==> src/rtl/uart_rx_ctrl.sv <==
// ---------------------------------------------------------------------------
// uart_rx_ctrl
// UART receive front end: oversampling bit sampler, frame state machine and
// LSB-first deserializer. Feeds the downstream parity checker and captures
// its registered result. Presents each clean frame with a one-cycle
// data_valid pulse.
//
// Build option:
//   UART_RX_MAJORITY_EN  defined   -> 2-of-3 vote of samples at edges h-1,h,h+1
//                        undefined -> single sample at edge h
//
// Ports:
//   CLK          receive oversampling clock
//   RST          asynchronous active-low reset
//   RX_IN        serial line (already synchronized, idle high)
//   Prescale     oversampling ratio; 16 or 32, anything else means 8
//   PAR_EN       parity bit present in frame
//   par_err      registered result from the parity checker
//   sampled_bit  voted/sampled value of the current bit period
//   par_chk_en   one-cycle strobe to the parity checker
//   P_DATA       deserialized payload
//   data_valid   one-cycle pulse on a clean frame
//   stp_err      stop-bit error of the last frame
//   busy         high while a frame is in progress
//
// state  | meaning
// -------+--------------------------------------------------------------
// IDLE   | line idle, waiting for a falling start edge
// START  | start bit period; sampled high at its end means a glitch
// DATA   | DATA_WIDTH payload bits, LSB first
// PARITY | parity bit; strobe checker at edge P-2, latch result at P-1
// STOP   | stop bit; flag error or deliver the frame
// ---------------------------------------------------------------------------
module uart_rx_ctrl #(
    parameter int DATA_WIDTH = 8
) (
    input  logic                  CLK,
    input  logic                  RST,
    input  logic                  RX_IN,
    input  logic [5:0]            Prescale,
    input  logic                  PAR_EN,
    input  logic                  par_err,
    output logic                  sampled_bit,
    output logic                  par_chk_en,
    output logic [DATA_WIDTH-1:0] P_DATA,
    output logic                  data_valid,
    output logic                  stp_err,
    output logic                  busy
);

    localparam int BCW = (DATA_WIDTH > 1) ? $clog2(DATA_WIDTH) : 1;

    typedef enum logic [2:0] {
        IDLE   = 3'd0,
        START  = 3'd1,
        DATA   = 3'd2,
        PARITY = 3'd3,
        STOP   = 3'd4
    } state_t;

    state_t         state;
    state_t         state_nxt;
    logic [5:0]     edge_cnt;
    logic [5:0]     p_lat;
    logic [5:0]     p_sel;
    logic [5:0]     p_last;
    logic [5:0]     half;
    logic [BCW-1:0] bit_cnt;
    logic           par_en_lat;
    logic           par_flag;
    logic           start_det;
    logic           bit_end;
    logic           last_data_bit;

    always_comb begin
        p_sel = 6'd8;
        if (Prescale == 6'd16) begin
            p_sel = 6'd16;
        end else if (Prescale == 6'd32) begin
            p_sel = 6'd32;
        end
    end

    assign p_last        = p_lat - 6'd1;
    assign half          = {1'b0, p_lat[5:1]};
    assign bit_end       = (state != IDLE) && (edge_cnt == p_last);
    assign last_data_bit = (bit_cnt == BCW'(DATA_WIDTH - 1));

    // ------------------------------------------------------------------
    // FSM
    // ------------------------------------------------------------------
    always_ff @(posedge CLK or negedge RST) begin
        if (!RST) begin
            state <= IDLE;
        end else begin
            state <= state_nxt;
        end
    end

    always_comb begin
        state_nxt  = state;
        start_det  = 1'b0;
        par_chk_en = 1'b0;
        busy       = (state != IDLE);
        case (state)
            IDLE: begin
                if (!RX_IN) begin
                    start_det = 1'b1;
                    state_nxt = START;
                end
            end
            START: begin
                if (bit_end) begin
                    state_nxt = sampled_bit ? IDLE : DATA;
                end
            end
            DATA: begin
                if (bit_end && last_data_bit) begin
                    state_nxt = par_en_lat ? PARITY : STOP;
                end
            end
            PARITY: begin
                par_chk_en = (edge_cnt == (p_last - 6'd1));
                if (bit_end) begin
                    state_nxt = STOP;
                end
            end
            STOP: begin
                if (bit_end) begin
                    state_nxt = IDLE;
                end
            end
            default: begin
                state_nxt = IDLE;
            end
        endcase
    end

    // ------------------------------------------------------------------
    // Counters, frame configuration and result registers
    // ------------------------------------------------------------------
    always_ff @(posedge CLK or negedge RST) begin
        if (!RST) begin
            edge_cnt   <= 6'd0;
            bit_cnt    <= '0;
            p_lat      <= 6'd8;
            par_en_lat <= 1'b0;
            par_flag   <= 1'b0;
            P_DATA     <= '0;
            data_valid <= 1'b0;
            stp_err    <= 1'b0;
        end else begin
            data_valid <= 1'b0;

            // The detect cycle itself is edge 0, so START begins at edge 1.
            if (state == IDLE) begin
                edge_cnt <= start_det ? 6'd1 : 6'd0;
            end else if (bit_end) begin
                edge_cnt <= 6'd0;
            end else begin
                edge_cnt <= edge_cnt + 6'd1;
            end

            if (start_det) begin
                p_lat      <= p_sel;
                par_en_lat <= PAR_EN;
                stp_err    <= 1'b0;
                par_flag   <= 1'b0;
            end

            case (state)
                START: begin
                    if (bit_end) begin
                        bit_cnt <= '0;
                    end
                end
                DATA: begin
                    if (bit_end) begin
                        P_DATA[bit_cnt] <= sampled_bit;
                        bit_cnt         <= bit_cnt + BCW'(1);
                    end
                end
                PARITY: begin
                    // Checker drops par_err after one cycle, so keep it here.
                    if (bit_end) begin
                        par_flag <= par_err;
                    end
                end
                STOP: begin
                    if (bit_end) begin
                        stp_err    <= ~sampled_bit;
                        data_valid <= sampled_bit & ~par_flag;
                    end
                end
                default: begin
                end
            endcase
        end
    end

    // ------------------------------------------------------------------
    // Bit sampler
    // ------------------------------------------------------------------
`ifdef UART_RX_MAJORITY_EN
    logic s_lo;
    logic s_mid;

    always_ff @(posedge CLK or negedge RST) begin
        if (!RST) begin
            s_lo        <= 1'b0;
            s_mid       <= 1'b0;
            sampled_bit <= 1'b0;
        end else if (state != IDLE) begin
            if (edge_cnt == (half - 6'd1)) begin
                s_lo <= RX_IN;
            end
            if (edge_cnt == half) begin
                s_mid <= RX_IN;
            end
            // Third sample is taken live and voted in the same cycle.
            if (edge_cnt == (half + 6'd1)) begin
                sampled_bit <= (s_lo & s_mid) | (s_lo & RX_IN) | (s_mid & RX_IN);
            end
        end
    end
`else
    always_ff @(posedge CLK or negedge RST) begin
        if (!RST) begin
            sampled_bit <= 1'b0;
        end else if ((state != IDLE) && (edge_cnt == half)) begin
            sampled_bit <= RX_IN;
        end
    end
`endif

endmodule

==> config.mk <==
export PLATFORM = sky130hd
export DESIGN_NAME = uart_rx_ctrl
export DESIGN_NICKNAME = d
export VERILOG_FILES = /design/src/rtl/uart_rx_ctrl.sv
export SDC_FILE = /design/constraint.sdc
export NUM_CORES = 1
export LEC_CHECK = 0
export BUFFER_PORTS_ARGS = -buffer_cell sky130_fd_sc_hd__buf_2
export CORE_ASPECT_RATIO = 2
export CORE_MARGIN = 1.5
export CORE_UTILIZATION = 50
export DETAILED_ROUTE_END_ITERATION = 10
export HOLD_SLACK_MARGIN = 0.06
export PLACE_DENSITY = 0.74
export RECOVER_POWER = 50
export SLEW_MARGIN = 20
export SYNTH_ARGS = -nofsm -noshare
export SYNTH_HDL_FRONTEND = slang
export SYNTH_SLANG_ARGS = --single-unit
==> constraint.sdc <==
create_clock -name CLK -period 2.3 [get_ports CLK]
set_input_delay 0.345 -clock CLK [delete_from_list [all_inputs] [get_ports CLK]]
set_output_delay 0.345 -clock CLK [all_outputs]
set_load 0.005 [all_outputs]
Yosys cells after proc, flatten, opt, wreduce, memory -nomap -nowiden. Cells that the tools add are included.

Bitwise operators: 3. Muxes and demuxes: 29. Order comparisons: 2. Equality and inequality tests: 16. Reductions and logical operators: 10. $add $sub $neg: 4.

Operator list (number): $mux W6 (4); $mux W3 (7); $pmux W3 S5 (1); $mux W1 (13); $eq A6 B6 Y1 (2); $ne A2 B2 Y1 const B (6); $sub A6 B1 Y6 const B (2); $bwmux W8 (1); $add A6 B1 Y6 const B (1); $eq A3 B2 Y1 const B (2); $eq A3 B3 Y1 const B (2); $eq A6 B5 Y1 (1); $eq A6 B5 Y1 const B (1); $eq A6 B6 Y1 const B (1); $pmux W3 S2 (1); $reduce_and A5 Y1 (1); $logic_and A1 B1 Y1 (4); $lt A3 B4 Y1 const B (1); $add A3 B1 Y3 const B (1); $demux W1 S3 (1); $eq A3 B1 Y1 const B (1); $ge A3 B1 Y1 const B (1); $logic_not A3 Y1 (1); $reduce_and A3 Y1 (1); other kinds (6) (7).

Word-level logic and storage cells: 74. Bits of input ports: 11. Output and inout bits: 13. Flip-flop bits (word level): 31.

Depth between registers and ports, before layout.
Depth after elaboration: 6. Depth in mapped cells: 7. Mapped depth without buffers: 6.

Worst setup path after synthesis. Ideal clock, no wire load.

Path type: register -> register. Start point: register p_lat[3]. End point: register P_DATA[0]. Clock period less this slack: 2.108 ns. Arrival time: 1.984 ns. Required time: 2.175 ns. Stages on the path, launching flop included: 7. Slack: 0.192 ns. Path buffers: 0. Library setup time: 0.125 ns. Cell sequence: dfstp_2 inv_1 ha_1 xnor3_1 nand4b_4 nor4_1 mux2_2.

Word-level cells in the longest chain between the ends: 4.

RTL lines: start: declaration (line 64) `logic [5:0] p_lat;`; start signal: assignment (line 165) `p_lat <= p_sel;`; $sub A6 B1 Y6 (line 84) `assign p_last = p_lat - 6'd1;`; $eq A6 B6 Y1 (line 86) `assign bit_end = (state != IDLE) && (edge_cnt == p_last);`; $logic_and A1 B1 Y1 (line 86); $reduce_and A2 Y1 (no source line); end signal: indexed assignment (line 179) `P_DATA[bit_cnt] <= sampled_bit;`; end: declaration (line 45) `output logic [DATA_WIDTH-1:0] P_DATA,`.

Every way passes these cells. A chain may end at the register's enable or synchronous reset.

Worst setup path after layout.
Start point: register p_lat[3]. End point: output par_chk_en.

Word-level cells in the longest chain between the ends: 4.

RTL lines: $sub A6 B1 Y6 (line 84); $sub A6 B1 Y6 (line 123) `par_chk_en = (edge_cnt == (p_last - 6'd1));`; $eq A6 B6 Y1 (line 123); $mux W1 (line 105) `case (state)`; end: declaration (line 44) `output logic par_chk_en,`.

Every way passes these cells.

==> results by group <==
Pwr
  – Static Leak: around 0.83 nW
  – Maximum VDD drop: about 0.00084 V
  – Switch share: roughly 40%
  – Combinational power share: 41.9%
  – Register share of total power: between 40% and 50%
  – P_int: roughly 1.2 mW
  – Clock network power share: around 16%
  – P_sw: between 0.8 and 0.9 mW
  – Pwr Density: 1130 nW/um^2

Place
  – Placer Congestion: 0.782
  – # port buffers: 23
  – Post-DP HPWL: 2590 um

Synth
  – Yosys top cell area share: a little over two fifths
  – Synth Register Bits: 28
  – Syn Std Cell Area: between 1500 and 2000 sq um
  – Compound-Gate Fraction of Synth Area: under 10%
  – Adder-cell share of the synthesized area: under 10%
  – Synth area leader: dfrtp_1
  – Ranking of synthesized cells by area: dfrtp_1 43%, mux2_2 6.5%, ha_1 4.8%
  – Dominant synthesized flop cell: dfrtp_1
  – Ys async rst share: between 90% and 100%
  – Simple-gate portion of the synthesized area: 24.0%
  – Xor and xnor fraction of the mapped netlist area: roughly 7.0%
  – Syn Nets: ~170
  – Average cell area after synthesis: a little over 10 sq um
  – Post-Syn Instances: between 150 and 200
  – Register area share after synthesis: a little under half
  – Post-synthesis cell type count: 44
  – Mux contribution to synthesized area: approximately 8.8%
  – EDFF count, synth: 0
  – Yosys warnings: 0
  – Largest family of logic cells by synthesized area: simple AND/OR/NAND/NOR gates

Critical path
  – Reg2Reg Depth: 6
  – Critical path launch point type: flop
  – Register-to-Register Setup Slack: about 0.12 ns
  – CP bufs+invs: 2
  – Critical-path cell list: inv_1 -> ha_1 -> xnor2_1 -> nor4bb_2 -> buf_2
  – CP Data Arrival Time: roughly 1.8 ns
  – Critical Path RT: 1.96 ns
  – FF-to-FF Start: p_lat[3]
  – WS Path Type: flop to output pin
  – CP max stage delay: about 0.54 ns
  – Critical path's top delay family: flip-flops
  – CP Capture Type: output pin
  – R2r endpoint: P_DATA[2]
  – CP max-delay cell: dfstp_2
  – Maximum fanout along the worst path: 3

Layout
  – # diodes: 0
  – Share of cells above drive strength 1: between 20% and 30%
  – Final core utilization: approximately 60%
  – Register area: 702 sq um
  – Most common cell after layout, fill and taps aside: dfrtp_1
  – Area of the multi-input gates: between 800 and 900 sq um
  – Final net count: about 190
  – Fill count: between 200 and 300
  – Area Overhead vs Synth: 14.1%
  – Commonest non-fill, non-tap cells in the layout: 27 x dfrtp_1, 18 x buf_2, 13 x nand2_1, 9 x nor2_1, 9 x mux2_2

STA
  – Final Hold Fails: 0
  – Final setup violation count: 0
  – Max-slew violation count: 29
  – Fmax: approximately 0.46 GHz
  – RSZ-0062 raised after global routing: no
  – Fin crit period: between 2 and 2.5 ns
  – Setup Total Neg Slack: 0 ns
  – Slew @ Worst Pin: between 1.5 and 2 ns
  – Setup Skew: 0.00634 ns
  – Rel. slew slack: -1.76%
  – Min Hold Slack: between 0.2 and 0.25 ns
  – Tcrit/Tclk final: 94.9%

Flow run
  – Maxcap violations: 1

Min path
  – Hold path depth: 3
  – Worst Hold Class: primary input to flop
  – Hold Crit Start: PAR_EN
  – Worst hold endpoint: par_en_lat

GRT
  – Largest net degree at the start of global routing: 29
  – Number of global-route vias before repair: 1245
  – Gr usage total: a little over a fifth
  – Total grt overflow: 0
  – Global-route wire length before repair: 5730 um
  – Initial antenna violation count: 0

Run status
  – Status: finished with violations
  – Failing checks: max-capacitance violations, max-slew violations

Clock network
  – CTS Hold Bufs: 0
  – Total CTS buffers: 3
  – H-tree Lvls: 1
  – Clock root buffer: clkbuf_8
  – CTS clk-pin slew, worst paths: 0.10 ns
  – CTS tree: yes
  – Clock buffer depth: 2
  – Sink Count: 28
  – Worst-Skew Late Latency: between 0.2 and 0.3 ns
  – Post-CTS setup buffers: 0

Floorplan
  – Die width: 42.4 um
  – Die height: between 80 and 90 um
  – IO Pins: 24
  – Initial core utilization: ~53%
  – Die area: ~3500 sq um
  – FP Rows: 28
  – Core box area: 2940 sq um

Route
  – Total number of vias: 1214
  – DRC Markers: 0
  – Wire per inst: 17.0 um
  – Initial DRC count: 11
  – DRT antenna net count: 0
  – DR pass1 iterations: 4
  – Via/cell ratio: 5.92
  – Post-Route WL: ~3500 um
## power groups by stage
stage / logic [mW] / registers (mW) / clock network [mW]
6_report: 0.838 / 0.846 / 0.314
2_1_floorplan: 0.674 / 0.753 / 0
4_1_cts: 0.849 / 0.840 / 0.307
3_3_place_gp: 0.756 / 0.838 / 0
3_5_place_dp: 0.813 / 0.848 / 0
5_1_grt: 0.929 / 0.872 / 0.321
## tightest hold or removal path: stages
cell     delay (ns)
buf_2          0.08
nand2_1        0.04
nand2_1        0.05
## per-stage QoR
step | cell area, sq um | std cells | power [mW] | setup slack, ns
after floorplan | 1550 | 151 | 1.43 | 0.192
after global placement | 1700 | 201 | 1.59 | 0.169
after detailed placement | 1700 | 201 | 1.66 | 0.0486
after CTS | 1770 | 205 | 2.00 | 0.0267
after global routing | 1770 | 205 | 2.12 | 0.0436
final | 1770 | 205 | 2.00 | 0.116
## worst max-delay path by stage
stage | start | endpoint | slack (ns) | cells after the start
floorplan | p_lat[3] | P_DATA[0] | 0.19 | 6
global placement | p_lat[3] | P_DATA[0] | 0.17 | 6
detailed placement | p_lat[3] | P_DATA[1] | 0.05 | 6
CTS | p_lat[3] | par_chk_en | 0.03 | 5
global route | p_lat[3] | P_DATA[1] | 0.04 | 6
finish | p_lat[3] | par_chk_en | 0.12 | 5
## cell usage after synthesis (2+ instances only)
master    count
dfrtp_1      27
nand2_1      13
mux2_2        9
nor2_1        9
nand3_1       7
nor3_1        7
o21ai_0       7
ha_1          6
inv_1         6
nand2b_1      6
clkbuf_1      5
xnor2_1       4
xor2_1        4
a21oi_1       3
nand4_1       3
or3_1         3
and2_1        2
and3_1        2
mux2i_1       2
nor4_1        2
## cell type report
cell class                      instances  share of cell area (%)
Multi-Input combinational cell        109                    45.7
Sequential cell                        28                    39.6
Timing Repair Buffer                   28                    8.26
Clock buffer                            4                    3.11
Tap cell                               30                    2.12
Inverter                                6                    1.27
## flip-flops by register name, indices dropped and copies added, names as in the netlist
signal and cells:
par_en_lat 1, P_DATA 8, bit_cnt 3, edge_cnt 6, data_valid 1, stp_err 1
par_flag 1, p_lat 3, sampled_bit 1, state 3
## repair_timing
item | in CTS | in global routing
resized for setup | 2 | 2
setup endpoints to repair | 1 | 3
pin swaps | 0 | 1
## cells by family after synthesis
group / after synthesis
flip-flops: 28
buffers and inverters: 14
AND/OR/NAND/NOR: 65
multiplexers: 12
adder cells (fa/ha/maj): 6
XOR/XNOR: 10
AO/OA/AOI/OAI: 16
## metal layers
layer,global-route usage (%),wire length [um],vias up
li1,-,-,571
met3,1.32,69,4
met5,0,0,-
met4,8.13,46,0
met2,44.2,2060,22
met1,21.8,1300,617
Power figures use the tool's default switching activity.
